**src/rtl/gray_counter.sv**
```systemverilog
// Registered binary/Gray up/down counter with synchronous load and wrap-or-saturate limits.
// o_bin and o_gray are loaded on the same edge, so they always describe the same count.
module gray_counter #(
  parameter int unsigned WIDTH = 4
) (
  input  logic             i_clk,
  input  logic             i_rst,
  input  logic             i_en,
  input  logic             i_up,
  input  logic             i_sat,
  input  logic             i_load,
  input  logic [WIDTH-1:0] i_load_bin,
  output logic [WIDTH-1:0] o_bin,
  output logic [WIDTH-1:0] o_gray,
  output logic             o_wrap,
  output logic             o_sat_hit
);

  localparam logic [WIDTH-1:0] MAX_VAL = '1;
  localparam logic [WIDTH-1:0] MIN_VAL = '0;

  logic [WIDTH-1:0] r_bin;
  logic [WIDTH-1:0] r_gray;
  logic             r_wrap;
  logic             r_sat_hit;

  logic [WIDTH-1:0] w_next_bin;
  logic [WIDTH-1:0] w_next_gray;
  logic             w_wrap;
  logic             w_sat_hit;

  // Next count: load beats counting; a step at a limit either wraps or is blocked.
  always_comb begin
    w_next_bin = r_bin;
    w_wrap     = 1'b0;
    w_sat_hit  = 1'b0;
    if (i_load) begin
      w_next_bin = i_load_bin;
    end else if (i_en) begin
      if (i_up) begin
        if (r_bin != MAX_VAL) begin
          w_next_bin = r_bin + WIDTH'(1);
        end else if (i_sat) begin
          w_sat_hit = 1'b1;
        end else begin
          w_next_bin = MIN_VAL;
          w_wrap     = 1'b1;
        end
      end else begin
        if (r_bin != MIN_VAL) begin
          w_next_bin = r_bin - WIDTH'(1);
        end else if (i_sat) begin
          w_sat_hit = 1'b1;
        end else begin
          w_next_bin = MAX_VAL;
          w_wrap     = 1'b1;
        end
      end
    end
    w_next_gray = w_next_bin ^ (w_next_bin >> 1);
  end

  always_ff @(posedge i_clk) begin
    if (i_rst) begin
      r_bin     <= '0;
      r_gray    <= '0;
      r_wrap    <= 1'b0;
      r_sat_hit <= 1'b0;
    end else begin
      r_bin     <= w_next_bin;
      r_gray    <= w_next_gray;
      r_wrap    <= w_wrap;
      r_sat_hit <= w_sat_hit;
    end
  end

  assign o_bin     = r_bin;
  assign o_gray    = r_gray;
  assign o_wrap    = r_wrap;
  assign o_sat_hit = r_sat_hit;

endmodule

```
**config.mk**
```make
export PLATFORM = sky130hd
export DESIGN_NAME = gray_counter
export DESIGN_NICKNAME = d
export VERILOG_FILES = /design/src/rtl/gray_counter.sv
export SDC_FILE = /design/constraint.sdc
export NUM_CORES = 1
export LEC_CHECK = 0
export ABC_AREA = 1
export CAP_MARGIN = 20
export CORE_UTILIZATION = 48
export CTS_CLUSTER_DIAMETER = 40
export DETAILED_ROUTE_END_ITERATION = 7
export PLACE_DENSITY_LB_ADDON = 0.15
export SYNTH_ARGS = -nofsm -noshare
export SYNTH_HDL_FRONTEND = slang
export SYNTH_SLANG_ARGS = --single-unit
```
**constraint.sdc**
```tcl
create_clock -name i_clk -period 2.2 [get_ports i_clk]
set_input_delay 0.55 -clock i_clk [delete_from_list [all_inputs] [get_ports i_clk]]
set_output_delay 0.55 -clock i_clk [all_outputs]
set_load 0.05 [all_outputs]
```
# After elaboration in Yosys (flattened, before gate mapping)
# Index checks and enable logic that the tools add are counted.
dict set report totals {
  inputBits 10
  word_cells 26
  reg_bits 10
  out_inout_bits 10
}
dict set report classes {
  addsub 2
  n_mux 15
  n_reduce_logical 2
  bitwise 2
  eq_ne 1
}
# cell count
set ops {}
lappend ops {{two-way mux 4 bit} 7}
lappend ops {{two-way mux 1 bit} 8}
lappend ops {{adder 4 x 1 -> 4 bit (second input constant)} 1}
lappend ops {{inequality test 4 bit (second input constant)} 1}
lappend ops {{nonzero test 4 bit} 1}
lappend ops {{subtractor 4 x 1 -> 4 bit (second input constant)} 1}
lappend ops {{bitwise XOR 4 x 3 -> 4 bit} 1}
lappend ops {{OR reduction 3 bit} 1}
lappend ops {{NOT 1 bit} 1}

# Longest topological paths before layout
# Gate-level depths: netlist of run 1.
dict set report depth {
  word_depth 6
  depth_mapped 14
  ltp_nobuf 14
}

# Worst setup path after synthesis of run 1
# Ideal clock, no wire load.
dict set report synth_timing {
  path_type {reg2reg}
  from {register r_bin[0], in the netlist o_bin[0]}
  to {register r_gray[2], in the netlist o_gray[2]}
  synth_period_minus_slack_ns 1.850
  setup_time_ns 0.113
  path_stages_with_launch 15
  n_path_buf 0
  arrival_ns 1.737
  required_ns 2.087
  slack_ns 0.350
  path_cell_list {dfxtp_1 > inv_1 > ha_1 > nand2_1 > nand2_1 > nor2_1 > nor2_1 > nand2_1 > nand2_1 > nand2_1 > nand2_1 > nand2_1 > nand2_1 > nand2_1 > nor2_1}
}
dict set report synth_via {
  elab_chain_cells 6
  elab_cells_between_ends 10
  classes_between {add/sub: 2; eq/ne: 1; mux: 5; bitwise: 1; reduce/logical: 1}
}
# item line_no
set synth_rtl {}
lappend synth_rtl {{from (decl)} 22} ;# logic [WIDTH-1:0] r_bin;
lappend synth_rtl {{from (signal assigned)} 70} ;# r_bin <= w_next_bin;
lappend synth_rtl {{subtractor 4 x 1 -> 4 bit, or another cell as far along} 51} ;# w_next_bin = r_bin - WIDTH'(1);
lappend synth_rtl {{two-way mux 4 bit (on tied branches)} {50, 41}}
lappend synth_rtl {{two-way mux 4 bit (*)} 40} ;# if (i_up) begin
lappend synth_rtl {{two-way mux 4 bit (*)} 39} ;# end else if (i_en) begin
lappend synth_rtl {{two-way mux 4 bit (*)} 37} ;# if (i_load) begin
lappend synth_rtl {{bitwise XOR 4 x 3 -> 4 bit (*)} 60} ;# w_next_gray = w_next_bin ^ (w_next_bin >> 1);
lappend synth_rtl {{to (signal assigned)} 71} ;# r_gray <= w_next_gray;
lappend synth_rtl {{to (decl)} 23} ;# logic [WIDTH-1:0] r_gray;
# Every way passes the cells marked *; elsewhere a longest branch is shown, timed or not.
# A chain may end at the register's enable or synchronous reset.

# Final worst setup path of run 1
dict set report layout_timing {
  from {register r_bin[1], in the netlist o_bin[1]}
  to {output port o_bin[1]}
}
# item line_no
set layout_lines {}
lappend layout_lines {{to (decl)} 13} ;# output logic [WIDTH-1:0] o_bin,
# No word-level cell between the ends.

==> out/qor.yml, run 1 <==
yosys.area.top_type: "dfxtp_1"
arrival_ns: 1.44
clk_path_buf_depth: 2
dpl.cell_count: 141
synth_simple_gate_area_frac: 0.427
reg2reg_depth: 13
ios: 20
r2r_end: "o_gray[0]$_SDFF_PP0_"
wl_mm: 1.60
p_leak_nw: 0.435
clkLatencyLatePin_ns: 0.26
dieWidth_um: 38.7
synth_nets: 120
critPathBufInv: 1
rsz0062_at_grt: "no"
dieArea_um2: 1500
comb_power_share: 0.392
n_antenna_cell: 0
synthToLayoutAreaGrowth_pct: 33.4
syn_inst: 108
intPower_mw: 0.319
maxCapViolCount: 0
numClockSinks: 9
startpoint_type: "flip-flop"
synth_flop_cell: "dfxtp_1"
synth_area_per_cell_um2: 6.00
rr_startpoint: "o_bin[1]$_SDFF_PP0_"
port_buffers: 19
fmax_ghz: 0.501
setup_viol: 0
drv_slew: 0
postPlaceCellArea_um2: 838
cts_root_buf: "clkbuf_4"
cts_tree: "done"
drt_iter0_drc: 34
ctsResizeCount: 0
cp_max_fo: 2
synth-edff-count: 0
track_usage: 0.254
grt_pass1_wl_mm: 2.56
crit_chain: "clkdlybuf4s50_1"
min_from: "o_bin[3]$_SDFF_PP0_"
place_congestion: 0.911
synth_top_family_by_area: "simple AND/OR/NAND/NOR gates"
stdcell_count: 145
crit_cells: 1
synthAdderAreaFrac: 0.0386
p_switching_mw: 0.193
hold_violations: 0
via_count: 763
grt-ovfl-total: 0
avgViaCountPerCell: 5.26
crit_family: "buffers and inverters"
yosysSeqAreaShare: 0.278
tns_ns: 0
crit_required_ns: 1.65
status: "complete, no violations"
coreArea_um2: 1190
post_cts_buffers: 0
postCtsHoldBufs: 0
startpoint: "o_bin[1]$_SDFF_PP0_"
synth_xor_area_frac: 0
swShare: 0.376
cts_max_level: 1
cp_slowest_cell: "clkdlybuf4s50_1"
dp_hpwl_mm: 1.32
yosysUniqueCellTypes: 19
fillCellCount: 112
stdcell_area_um2: 865
yosys-top-cells-area: "dfxtp_1, nand2_1, nor2_1"
drtPass1Iterations: 4
slowest_delay_ns: 0.82
nets: 144
cts_buffers: 3
ir_worst_vdd_mv: 0.553
maxSlewHeadroom: 0.667
placementRows: 12
cp-end-kind: "output port"
yosysTopAreaCellShare: 0.278
fin_crit_ns: 1.99
path_class: "reg -> out"
p_per_area_nw_per_um2: 593
wl_per_cell_um: 11.0
grt_antenna_before_repair: 0
start_util: 0.546
ys_top_cells_by_count: "nand2_1, nor2_1, inv_1, nand3_1, dfxtp_1"
dieHeight_um: 38.7
skew_ns: 0.00229
tightest_slew_ns: 0.498
async_flop_share: 0
synthMuxAreaShare: 0
synth_most_common_cell: "nand2_1"
yosys_warnings: 0
power.total_mw: 0.512
fin_crit_sh: 0.907
grt_max_degree: 10
synth-compound-area-share: 0.114
cts.clk_slew.worst_paths_ns: 0.06
critPathCapture: "o_bin[1]"
final_layout_size_suffix_gt1_frac: 0.115
r2r_slack_ns: 0.50
drtAntennaViolNets: 0
drc: 0
seqPwrFrac: 0.366
hold_path.class: "reg -> reg"
pwr-share-clk: 0.241
synth_seq_cells: 9
grt_pass1_vias: 640
netlist_area_um2: 648
layer usage:
layer / part of all wire / global-route usage / vias to the layer above
li1: - / - / 385
met1: 0.42 / 0.303 / 343
met2: 0.49 / 0.433 / 35
met3: 0.086 / 0.104 / 0
met4: 0 / 0.0259 / 0
met5: 0 / 0 / -
how the worst min path moves through the flow:
stage,end,slack [ns],cells past startpoint
after floorplan,o_bin[3]$_SDFF_PP0_,0.62,1
after global placement,o_bin[3]$_SDFF_PP0_,0.77,4
after detailed placement,o_bin[3]$_SDFF_PP0_,0.79,4
after CTS,o_bin[3]$_SDFF_PP0_,0.80,4
after global routing,o_bin[3]$_SDFF_PP0_,0.86,4
final,o_bin[3]$_SDFF_PP0_,0.79,4
tightest hold or removal path, stage by stage (launching register included):
cell and delay, ns:
dfxtp_1 0.40, inv_2 0.13, a21oi_1 0.07, nand2_1 0.08, a21oi_1 0.06
registers in the layout, indices dropped and copies added (netlist names):
signal	cells
o_sat_hit	1
o_bin	4
o_gray	3
o_wrap	1
power groups by stage:
| stage | registers, mW | logic, mW | clock network (mW) |
|---|---|---|---|
| after floorplan | 0.234 | 0.0930 | 0 |
| after global placement | 0.190 | 0.196 | 0 |
| after detailed placement | 0.191 | 0.200 | 0 |
| after CTS | 0.188 | 0.200 | 0.129 |
| after global routing | 0.189 | 0.220 | 0.134 |
| final | 0.188 | 0.201 | 0.124 |
final cells by class:
| class | instances | area (um^2) | share of cell area |
|---|---|---|---|
| Clock buffer | 4 | 26.3 | 0.0304 |
| Inverter | 16 | 60.1 | 0.0695 |
| Multi-Input combinational cell | 80 | 375 | 0.434 |
| Sequential cell | 9 | 180 | 0.208 |
| Tap cell | 14 | 17.5 | 0.0203 |
| Timing Repair Buffer | 22 | 205 | 0.237 |
layout by cell type (no fill, tap or decap), types with 2 or more instances in the layout:
master,synthesis,layout
clkdlybuf4s50_1,0,16
ha_1,2,2
clkbuf_4,0,3
inv_1,15,15
a21oi_2,2,2
dfxtp_1,9,9
nand3_1,10,10
o21ai_1,2,2
nor2_1,19,19
a21oi_1,5,5
nand4_1,3,3
buf_4,1,6
nand2_1,32,32
cells by family (layout without fill, tap and decap cells):
group / count (synthesis) / count (layout)
buf+inv: 19 / 42
compound gates: 12 / 12
simple gates: 66 / 66
flops: 9 / 9
fa+ha+maj: 2 / 2
stage by stage:
stage                     worst slack [ns]  hold slack, ns   util
after floorplan                      0.350           0.619      -
after global placement               0.272           0.774  0.707
after detailed placement             0.201           0.788  0.707
after CTS                            0.197           0.799  0.729
after global routing                 0.161           0.857  0.729
final                                0.206           0.791  0.729
(Power assumes the default switching activity.)
==> run 2, diff against run 1 <==
PLACE_DENSITY = 0.88   (was unset)
PLACE_DENSITY_LB_ADDON = unset   (was 0.15)
==> run 2 against run 1 <==
Effect of this change: hold slack got worse by 0.014 ns; clock power is essentially flat; via count is 0.26% lower; non-clock buffer count unchanged; sequential power barely moved; cell count unchanged; utilization stayed put; design area unchanged; critical path type unchanged; highest routed layer is now met4.
==> out/qor.yml, run 2 (synthesis gave the netlist of run 1 again) <==
cp_slowest_cell: "clkdlybuf4s50_1"
n_antenna_cell: 0  # unchanged
min_to: "o_bin[3]$_SDFF_PP0_"
swShare: 0.373  # -0.00378
coreArea_um2: 1190  # unchanged
port_buffers: 19  # unchanged
pre_cts_ws_ns: 0.213  # +0.0121 ns
grt_antenna_before_repair: 0  # unchanged
drt_iter0_drc: 26  # -24%
stdcell_area_um2: 865  # unchanged
fin_crit_sh: 0.890  # -0.0168
postCtsHoldBufs: 0  # unchanged
via_count: 761  # -0.26%
synthToLayoutAreaGrowth_pct: 33.4  # unchanged
cts_tree: "done"
nets: 144  # unchanged
pwr-share-clk: 0.238  # -0.003
fmax_ghz: 0.511  # +1.9%
grt_pass1_vias: 664  # +3.8%
avgViaCountPerCell: 5.25  # -0.26%
crit_required_ns: 1.65  # about the same
grt-ovfl-total: 0  # unchanged
rr_startpoint: "o_bin[0]$_SDFF_PP0_"
wl_mm: 1.60  # unchanged
final_layout_size_suffix_gt1_frac: 0.115  # unchanged
crit_family: "buffers and inverters"
worst_slack_ns: 0.242  # +0.0369 ns
track_usage: 0.258  # +0.00478
cp-end-kind: "output port"
start_util: 0.546  # unchanged
status: "complete, no violations"
wl_per_cell_um: 11.0  # unchanged
dieWidth_um: 38.7  # unchanged
tns_ns: 0  # unchanged
grt_max_degree: 10  # unchanged
tightest_slew_ns: 0.495  # -0.00296 ns
drtAntennaViolNets: 0  # unchanged
drtPass1Iterations: 4  # unchanged
intPower_mw: 0.319  # about the same
drc: 0  # unchanged
postPlaceCellArea_um2: 838  # unchanged
drv_slew: 0  # unchanged
rsz0062_at_grt: "no"
dieHeight_um: 38.7  # unchanged
use_met2: 0.483  # +0.0500
dieArea_um2: 1500  # unchanged
ir_worst_vdd_mv: 0.361  # -35%
skew_ns: 0.00446  # +0.00217 ns
p_per_area_nw_per_um2: 589  # -0.61%
placementRows: 12  # unchanged
path_class: "reg -> out"
cp_max_fo: 2  # unchanged
p_leak_nw: 0.435  # unchanged
cts_buffers: 3  # unchanged
clk_path_buf_depth: 2  # unchanged
slowest_delay_ns: 0.81  # about the same
min_from: "o_bin[3]$_SDFF_PP0_"
setup_viol: 0  # unchanged
crit_chain: "clkdlybuf4s50_1"
fin_crit_ns: 1.96  # -0.0369 ns
seqPwrFrac: 0.367  # about the same
r2r_slack_ns: 0.49  # about the same
ctsResizeCount: 0  # unchanged
reg2reg_depth: 15  # +2
grt_pass1_wl_mm: 2.64  # +3.0%
cts_max_level: 1  # unchanged
p_switching_mw: 0.190  # -1.6%
post_cts_buffers: 0  # unchanged
cts.clk_slew.worst_paths_ns: 0.06  # about the same
ios: 20  # unchanged
maxCapViolCount: 0  # unchanged
largest_reg_flops: 4  # unchanged
dpl.cell_count: 141  # unchanged
min_path_cells: 4  # unchanged
arrival_ns: 1.41  # -0.03 ns
fillCellCount: 110  # -1.8%
stdcell_count: 145  # unchanged
startpoint_type: "flip-flop"
place_congestion: 0.893  # -2.0%
clkLatencyLatePin_ns: 0.25  # about the same
comb_power_share: 0.396  # +0.004
hold_path.class: "reg -> reg"
dp_hpwl_mm: 1.25  # -5.3%
busiest_layer: "met2"
cts_root_buf: "clkbuf_4"
maxSlewHeadroom: 0.669  # +0.00198
layout_commonest_cell: "nand2_1"
numClockSinks: 9  # unchanged
gr-usage-met1: 0.275  # -0.0279
globalRouteMet3Util: 0.0867  # -0.0173
final_cell_mix: "nand2_1, nor2_1, clkdlybuf4s50_1"
power.total_mw: 0.509  # -0.61%
critPathBufInv: 1  # unchanged
r2r_end: "o_gray[2]$_SDFF_PP0_"
hold_violations: 0  # unchanged
## run 2: cell counts in the layout (fill, tap and decap cells not counted)
Identical to the previous run, type by type.
## run 2: power groups by stage
stage               Combinational [mW]  Sequential (mW)  Clock, mW
floorplan                       0.0930            0.234          0
global placement                 0.196            0.189          0
detailed placement               0.200            0.190          0
CTS                              0.201            0.186      0.126
global route                     0.221            0.188      0.134
finish                           0.201            0.187      0.121
## run 2: metrics by stage
stage / hold slack, ns / util
final: 0.777 / 0.729
after detailed placement: 0.763 / 0.707
after CTS: 0.774 / 0.729
after global placement: 0.756 / 0.707
after floorplan: 0.619 / -
after global routing: 0.856 / 0.729
## run 2: tightest hold or removal path: cells and delay by family (launching register included)
kind            cells  cell delay (ns)
flops               1             0.40
buf+inv             1             0.12
compound gates      2             0.13
simple gates        1             0.08
## run 2: worst max path at each step
stage / from / cells past startpoint / end / slack (ns)
finish: o_bin[0]$_SDFF_PP0_ / 1 / o_bin[0] / 0.24
detailed placement: i_sat / 10 / o_gray[1]$_SDFF_PP0_ / 0.21
global placement: i_sat / 10 / o_gray[1]$_SDFF_PP0_ / 0.25
floorplan: o_bin[0]$_SDFF_PP0_ / 14 / o_gray[2]$_SDFF_PP0_ / 0.35
global route: o_bin[0]$_SDFF_PP0_ / 1 / o_bin[0] / 0.19
CTS: o_bin[1]$_SDFF_PP0_ / 1 / o_bin[1] / 0.24
## run 2: final cells by class
class | instances | area [um^2] | share of cell area
sequential | 9 | 180 | 0.208
timing repair buffer | 22 | 205 | 0.237
tap | 14 | 17.5 | 0.0203
inverter | 16 | 60.1 | 0.0695
multi-input combinational | 80 | 375 | 0.434
clock buffer | 4 | 26.3 | 0.0304
## run 2: routing by layer
| layer | wire length (um) | share of wire |
|---|---|---|
| met1 | 657 | 0.41 |
| met2 | 782 | 0.49 |
| met3 | 147 | 0.092 |
| met4 | 10 | 0.0063 |
| met5 | 0 | 0 |
